===== src/rtl/uart_serial_core.sv =====
// 8N1 UART core, 16x-oversampled RX; TX start bit one clock after write accept, RX byte on stop-sample edge.
// Writes are refused while TXRDY=0; a received byte arriving while RXRDY=1 and unread is dropped and flags overflow.
module uart_serial_core #(
  parameter int SYNC_STAGES = 2
) (
  input  logic        clk,
  input  logic        rst,
  input  logic [12:0] BAUD_val,
  input  logic [7:0]  data_in,
  input  logic        wen,
  input  logic        oen,
  input  logic        rx_ser,
  output logic        tx_ser,
  output logic [7:0]  data_out,
  output logic        TXRDY,
  output logic        RXRDY,
  output logic        overflow,
  output logic        framing_err
);

  typedef enum logic [1:0] {TX_IDLE, TX_START, TX_DATA, TX_STOP} tx_state_t;
  typedef enum logic [1:0] {RX_IDLE, RX_START, RX_DATA, RX_STOP} rx_state_t;

  tx_state_t   tx_state;
  logic [7:0]  tx_hold;
  logic [9:0]  tx_shift;
  logic [12:0] tx_baud;
  logic [12:0] tx_div;
  logic [3:0]  tx_os;
  logic [2:0]  tx_bit;
  logic        tx_tick;
  logic        tx_bit_end;
  logic        tx_load;

  assign tx_tick    = (tx_div == tx_baud);
  assign tx_bit_end = tx_tick && (tx_os == 4'd15);
  // TXRDY=0 means the holding register is full; reload straight out of the stop bit for gapless frames.
  assign tx_load    = !TXRDY && ((tx_state == TX_IDLE) || (tx_state == TX_STOP && tx_bit_end));

  always_ff @(posedge clk or negedge rst) begin
    if (!rst) begin
      tx_state <= TX_IDLE;
      tx_hold  <= '0;
      tx_shift <= '1;
      tx_baud  <= '0;
      tx_div   <= '0;
      tx_os    <= '0;
      tx_bit   <= '0;
      tx_ser   <= 1'b1;
      TXRDY    <= 1'b1;
    end else begin
      if (!wen && TXRDY) begin
        tx_hold <= data_in;
        TXRDY   <= 1'b0;
      end
      if (tx_state != TX_IDLE) begin
        tx_div <= tx_tick ? 13'd0 : tx_div + 13'd1;
        if (tx_tick) tx_os <= tx_os + 4'd1;
      end
      if (tx_load) begin
        tx_shift <= {1'b1, tx_hold, 1'b0};
        TXRDY    <= 1'b1;
        tx_baud  <= BAUD_val;
        tx_div   <= '0;
        tx_os    <= '0;
        tx_ser   <= 1'b0;
        tx_state <= TX_START;
      end else begin
        case (tx_state)
          TX_START: if (tx_bit_end) begin
            tx_shift <= tx_shift >> 1;
            tx_ser   <= tx_shift[1];
            tx_bit   <= '0;
            tx_state <= TX_DATA;
          end
          TX_DATA: if (tx_bit_end) begin
            tx_shift <= tx_shift >> 1;
            tx_ser   <= tx_shift[1];
            tx_bit   <= tx_bit + 3'd1;
            if (tx_bit == 3'd7) tx_state <= TX_STOP;
          end
          TX_STOP: if (tx_bit_end) begin
            tx_ser   <= 1'b1;
            tx_state <= TX_IDLE;
          end
          default: tx_ser <= 1'b1;
        endcase
      end
    end
  end

  rx_state_t        rx_state;
  logic [SYNC_STAGES-1:0] rx_sync;
  logic             rx_s;
  logic             rx_prev;
  logic [12:0]      rx_baud;
  logic [12:0]      rx_div;
  logic [3:0]       rx_os;
  logic [2:0]       rx_bit;
  logic [7:0]       rx_shift;
  logic             rx_tick;
  logic             rx_stop_pt;
  logic             frame_ok;
  logic             rd;

  assign rx_s       = rx_sync[SYNC_STAGES-1];
  assign rx_tick    = (rx_div == rx_baud);
  assign rx_stop_pt = (rx_state == RX_STOP) && rx_tick && (rx_os == 4'd15);
  assign frame_ok   = rx_stop_pt && rx_s;
  assign rd         = !oen && RXRDY;

  // Synchroniser and edge history reset low so a line already low at release never looks like a start edge.
  always_ff @(posedge clk or negedge rst) begin
    if (!rst) begin
      rx_sync     <= '0;
      rx_prev     <= 1'b0;
      rx_state    <= RX_IDLE;
      rx_baud     <= '0;
      rx_div      <= '0;
      rx_os       <= '0;
      rx_bit      <= '0;
      rx_shift    <= '0;
      data_out    <= '0;
      RXRDY       <= 1'b0;
      overflow    <= 1'b0;
      framing_err <= 1'b0;
    end else begin
      rx_sync <= {rx_sync[SYNC_STAGES-2:0], rx_ser};
      rx_prev <= rx_s;
      if (rx_state != RX_IDLE) begin
        rx_div <= rx_tick ? 13'd0 : rx_div + 13'd1;
        if (rx_tick) rx_os <= rx_os + 4'd1;
      end
      if (rd) begin
        RXRDY       <= 1'b0;
        overflow    <= 1'b0;
        framing_err <= 1'b0;
      end
      case (rx_state)
        RX_IDLE: if (rx_prev && !rx_s) begin
          rx_baud  <= BAUD_val;
          rx_div   <= '0;
          rx_os    <= '0;
          rx_state <= RX_START;
        end
        RX_START: if (rx_tick && rx_os == 4'd7) begin
          rx_os    <= '0;
          rx_bit   <= '0;
          rx_state <= rx_s ? RX_IDLE : RX_DATA;
        end
        RX_DATA: if (rx_tick && rx_os == 4'd15) begin
          rx_shift <= {rx_s, rx_shift[7:1]};
          rx_bit   <= rx_bit + 3'd1;
          if (rx_bit == 3'd7) rx_state <= RX_STOP;
        end
        default: if (rx_stop_pt) begin
          rx_state <= RX_IDLE;
          if (!rx_s) framing_err <= 1'b1;
        end
      endcase
      if (frame_ok) begin
        if (!RXRDY || rd) begin
          data_out <= rx_shift;
          RXRDY    <= 1'b1;
        end else begin
          overflow <= 1'b1;
        end
      end
    end
  end

endmodule


===== config.mk =====
export PLATFORM = sky130hd
export DESIGN_NAME = uart_serial_core
export DESIGN_NICKNAME = d
export VERILOG_FILES = /design/src/rtl/uart_serial_core.sv
export SDC_FILE = /design/constraint.sdc
export NUM_CORES = 1
export LEC_CHECK = 0
export ABC_AREA = 1
export CAP_MARGIN = 20
export CORE_MARGIN = 1.5
export CORE_UTILIZATION = 60
export CTS_BUF_LIST = sky130_fd_sc_hd__clkbuf_8
export DETAILED_ROUTE_END_ITERATION = 16
export GPL_TIMING_DRIVEN = 0
export PLACE_DENSITY = 0.9
export SYNTH_ARGS = -nofsm -noshare
export SYNTH_HDL_FRONTEND = slang
export SYNTH_SLANG_ARGS = --single-unit

===== constraint.sdc =====
create_clock -name clk -period 3.05 [get_ports clk]
set_input_delay 0.61 -clock clk [delete_from_list [all_inputs] [get_ports clk]]
set_output_delay 0.61 -clock clk [all_outputs]
set_load 0.005 [all_outputs]

# After elaboration in Yosys (flattened, before gate mapping)
# Cells that the tools add are included.
[totals]
reg_bits = 112
out_inout_bits = 13
wordCells = 148
[classes]
n_addsub = 6
n_eq_ne = 24
n_mux = 53
bitwise_logic = 1
reduce_logical = 43
[op_table]
columns = ["op", "count"]
rows = [
  ["2-to-1 mux 13 bit", 7],
  ["2-to-1 mux 10 bit", 3],
  ["2-to-1 mux 4 bit", 7],
  ["adder 13 x 1 -> 13 bit (second input constant)", 2],
  ["equality test 13 bit", 2],
  ["2-to-1 mux 2 bit", 11],
  ["nonzero test 2 bit", 9],
  ["2-to-1 mux 1 bit", 15],
  ["2-to-1 mux 3 bit", 4],
  ["!= test 2 bit (second input constant)", 6],
  ["!= test 3 bit (second input constant)", 4],
  ["one-hot mux 2 bit (3 select lines)", 2],
  ["one-hot mux 3 bit (2 select lines)", 2],
  ["AND reduction 2 bit", 6],
  ["logical AND 1 bit", 11],
  ["AND reduction 5 bit", 2],
  ["adder 4 x 1 -> 4 bit (second input constant)", 2],
  ["equality test 2 bit (second input constant)", 4],
  ["equality test 4 bit (second input constant)", 2],
  ["one-hot mux 4 bit (2 select lines)", 1],
  ["nonzero test 4 bit", 2],
  ["adder 3 x 1 -> 3 bit (second input constant)", 2],
  ["equality test 3 bit (second input constant)", 2],
  ["logical NOT 1 bit", 5],
  ["other kinds (11)", 14],
]

# Logic depth before layout (Yosys ltp)
[depth]
ltp_word = 7
mapped_depth = 13
mapped_depth_nobuf = 13

# Worst setup path after synthesis
# No wires, ideal clock.
[synth_timing]
kind = "register to register"
startpoint = "register tx_state[0]"
endpoint = "register tx_div[10]"
arrival_time_ns = 1.609
required_ns = 2.972
setup_slack_ns = 1.364
stages_incl_launch_ff = 11
n_path_buf = 0
period_less_slack_ns = 1.686
path_cell_list = "dfrtp_1 inv_1 ha_1 nand2_1 inv_1 nor2_1 nand4_1 nor3_1 nand2_1 xor2_1 a21oi_1"
[synth_between]
elab_chain_len = 5
elab_cells_between_ends = 8
cone_classes = "eq/ne (1); mux (1); reduce/logical (6)"
[synth_lines]
columns = ["item", "line", "text"]
rows = [
  ["start, declared", "24", "tx_state_t tx_state;"],
  ["start signal, assigned", "42", "tx_state <= TX_IDLE;"],
  ["start signal, assigned", "67", "tx_state <= TX_START;"],
  ["start signal, assigned", "74", "tx_state <= TX_DATA;"],
  ["equality test 2 bit", "38", "assign tx_load = !TXRDY && ((tx_state == TX_IDLE) || (tx_state == TX_STOP && tx_bit_end));"],
  ["logical AND 1 bit", "38", ""],
  ["logical OR 1 bit", "38", ""],
  ["logical AND 1 bit", "38", ""],
  ["2-to-1 mux 13 bit or nonzero test 2 bit (tied branches)", "-", ""],
  ["end signal, assigned", "57", "tx_div <= tx_tick ? 13'd0 : tx_div + 13'd1;"],
  ["end, declared", "28", "logic [12:0] tx_div;"],
]
# Several ways; a longest one is shown, not always the timed one.
# A chain may end at the register's enable or synchronous reset.

# Worst setup path in the final report
[layout_timing]
startpoint = "register tx_state[1]"
endpoint = "register tx_div[10]"
# The elaborated chain is that of the path after synthesis.

==> results_dict.tcl <==
set metrics [dict create \
    syn_inst 660 \
    clk_latency_ps 370 \
    final-setup-viol-count 0 \
    syn_area_sq_mm 0.00555 \
    required_ps 3340 \
    io_pins 39 \
    power.leakage_nw 3.01 \
    fp.dieH_microns 99.2 \
    critPathSlowestCell "dfrtp_1" \
    critPathTopFamily "simple AND/OR/NAND/NOR gates" \
    dpl.hpwl_mm 8.25 \
    grt_first_pass_wirelength_mm 19.9 \
    path_class "reg2reg" \
    wl_mm 11.2 \
    tightest_slew_ps 720 \
    ir_drop_mv 0.511 \
    diodes 0 \
    route.vias.total 4486 \
    avgRoutedWirePerCell_microns 13.6 \
    ys_types 38 \
    cap_violations 0 \
    avgSynthCellArea_sq_um 8.41 \
    max_freq_mhz 463 \
    clockBufferDepth 2 \
    area_delta_synth_final_pct 13.4 \
    initial_core_util_pct 62.7 \
    outcome "finished clean" \
    relSlewSlack_pct 52.0 \
    finalSetupTns_ps 0 \
    layout_setup_ws_ps 889 \
    cts_root_buf "clkbuf_8" \
    final_hold_viol_count 0 \
    cpPeakStageDelay_ps 460 \
    drt_iter0_markers 215 \
    portBuffers 38 \
    crit_arrival_ps 2450 \
    r2r_slack_ps 890 \
    rsz0062_at_grt "no" \
    place_area_sq_mm 0.00609 \
    grt_pass1_vias 4423 \
    synth_fp_nets 699 \
    fin_crit_sh_pct 70.8 \
    track_usage_pct 24.9 \
    ctsResizeCount 0 \
    dpl.cell_count 807 \
    crit_path_start_kind "flip-flop" \
    synth_seq_cells 111 \
    clk_pin_slew_ps 120 \
    final_cell_area_sq_mm 0.00629 \
    layout-drive-gt1-share_pct 10.9 \
    critical_path_buf_inv_count 2 \
    ctsHoldBuffers 0 \
    crit_path_max_fanout 6 \
    min_path_type "in2async" \
    firstDrtPassIters 5 \
    path_cells "inv_1, ha_1, nand2_1, inv_1, nor2_1, nand4_1, nor3_1, nand2_1, xor2_1, a21oi_1" \
    instances_no_fill 822 \
    design.core.area_sq_mm 0.00885 \
    cts.sink_count 111 \
    cts_max_level 3 \
    vias_per_cell 5.46 \
    antenna_found_initial 0 \
    die_area_sq_mm 0.00983 \
    drv_slew 0 \
    grt_max_degree 57 \
    num_rows 34 \
    powerDensity_mw_per_mm2 771 \
    nets 749 \
    ant_nets 0 \
    period_minus_slack_ps 2160 \
    grt-ovfl-total 0 \
    cts_tree "yes" \
    fin_skew_ps 15.7 \
    fp.dieW_microns 99.2 \
    pre_cts_ws_ps 976 \
    gp_congestion 0.886 \
    critPathCaptureType "flip-flop" \
    post_cts_buffers 0 \
    drc 0 \
    synth_warnings 0 \
    ys_seq_area_share_pct 50.3 \
    cts_made_buffers 9 \
]
## report_power, final
part | switching (W) | internal, W | leakage (nW)
Combinational | 0.00105 | 0.000659 | 1.48
Sequential | 0.000325 | 0.00191 | 1.43
Clock | 0.000515 | 0.000392 | 0.0997
## cell usage after synthesis (all sizes together)
cell    count  area, sq um
nand4      14         87.6
nor3       11         60.1
buf         7         62.6
o31ai       1         7.51
nor4        1         6.26
and2        1         6.26
inv        89          334
clkbuf      8         30.0
dfstp      11          289
dfrtp     100         2500
nor3b       3         22.5
ha         13          163
o21ai      57          315
a21oi      18         90.1
nor2       50          213
nand2     182          696
a31oi       1         6.26
o21bai      1         7.51
nand3      51          283
a32o        1         10.0
xor2       17          149
or2         2         12.5
nand3b      2         15.0
o22ai       1         6.26
mux2        8         90.1
and3        1         6.26
xnor2       9         78.8
## flip-flops by register name (all words and copies together), names as in the netlist, 4 cells and up, named ones only
signal,count
rx_baud,13
tx_os,4
data_out,8
tx_div,13
rx_div,13
rx_os,4
tx_hold,8
tx_baud,13
rx_shift,8
tx_shift,9
## stage by stage
stage	total power, W	util [%]	hold WS [ps]
detailed placement	0.00395	68.8	344
global route	0.00522	71.1	306
CTS	0.00485	71.1	296
floorplan	0.00344	-	314
global placement	0.00380	68.5	344
finish	0.00485	71.1	263
## cells by family after synthesis
group / share of synthesized area (%)
simple gates: 25.4
flops: 50.3
buf+inv: 7.69
compound gates: 7.98
xor+xnor: 4.10
fa+ha+maj: 2.93
mux: 1.62
## worst reg2reg max path: cells and delay by family, from the launching register on
kind            cells  cell delay, ps
buf+inv             2             210
simple gates        5             930
xor+xnor            1             160
compound gates      1             120
fa+ha+maj           1             210
flops               1             460
## routing by layer
layer | share of wire (%) | vias to the layer above | GRT usage [%]
met1 | 44 | 2151 | 33.2
met3 | 4.3 | 24 | 4.64
li1 | - | 2202 | -
met4 | 1.9 | 0 | 8.23
met2 | 50 | 109 | 41.7
met5 | 0 | - | 0
## path summary, 6_finish.rpt
check                      cells after the start   startpoint          to
min in group clk                               0   rx_sync[0]  rx_sync[1]
setup reg to reg                              10  tx_state[1]  tx_div[10]
hold / removal                                 1          rst   rx_div[9]
max in group asynchronous                      2          rst      tx_ser
hold reg to reg                                0   rx_sync[0]  rx_sync[1]
setup / recovery                              10  tx_state[1]  tx_div[10]
## layout by cell type (no fill, tap or decap), types with 3 or more instances in the layout
cell,n
nand2_1,177
dfrtp_1,100
inv_1,80
nand3_1,47
nor2_1,44
o21ai_0,43
clkdlybuf4s50_1,37
a21oi_1,18
xor2_1,17
nand4_1,14
ha_1,13
dfstp_2,11
nor3_1,10
inv_2,9
xnor2_1,9
clkbuf_8,9
o21ai_2,8
mux2_2,8
clkbuf_1,8
o21ai_1,6
nand2_2,5
nor2_2,4
buf_6,4
nor3b_1,3
nand3_2,3
## cell type report
cell class	instances	area, sq um
Clock buffer	9	124
Inverter	89	334
Multi-Input combinational cell	445	2330
Timing Repair Buffer	39	405
Sequential cell	111	2790
Tap cell	108	135
Buffer	15	92.6
Clock inverter	6	77.6
Fill cell	667	2560
No activity file was read; power rests on OpenSTA's default activity.
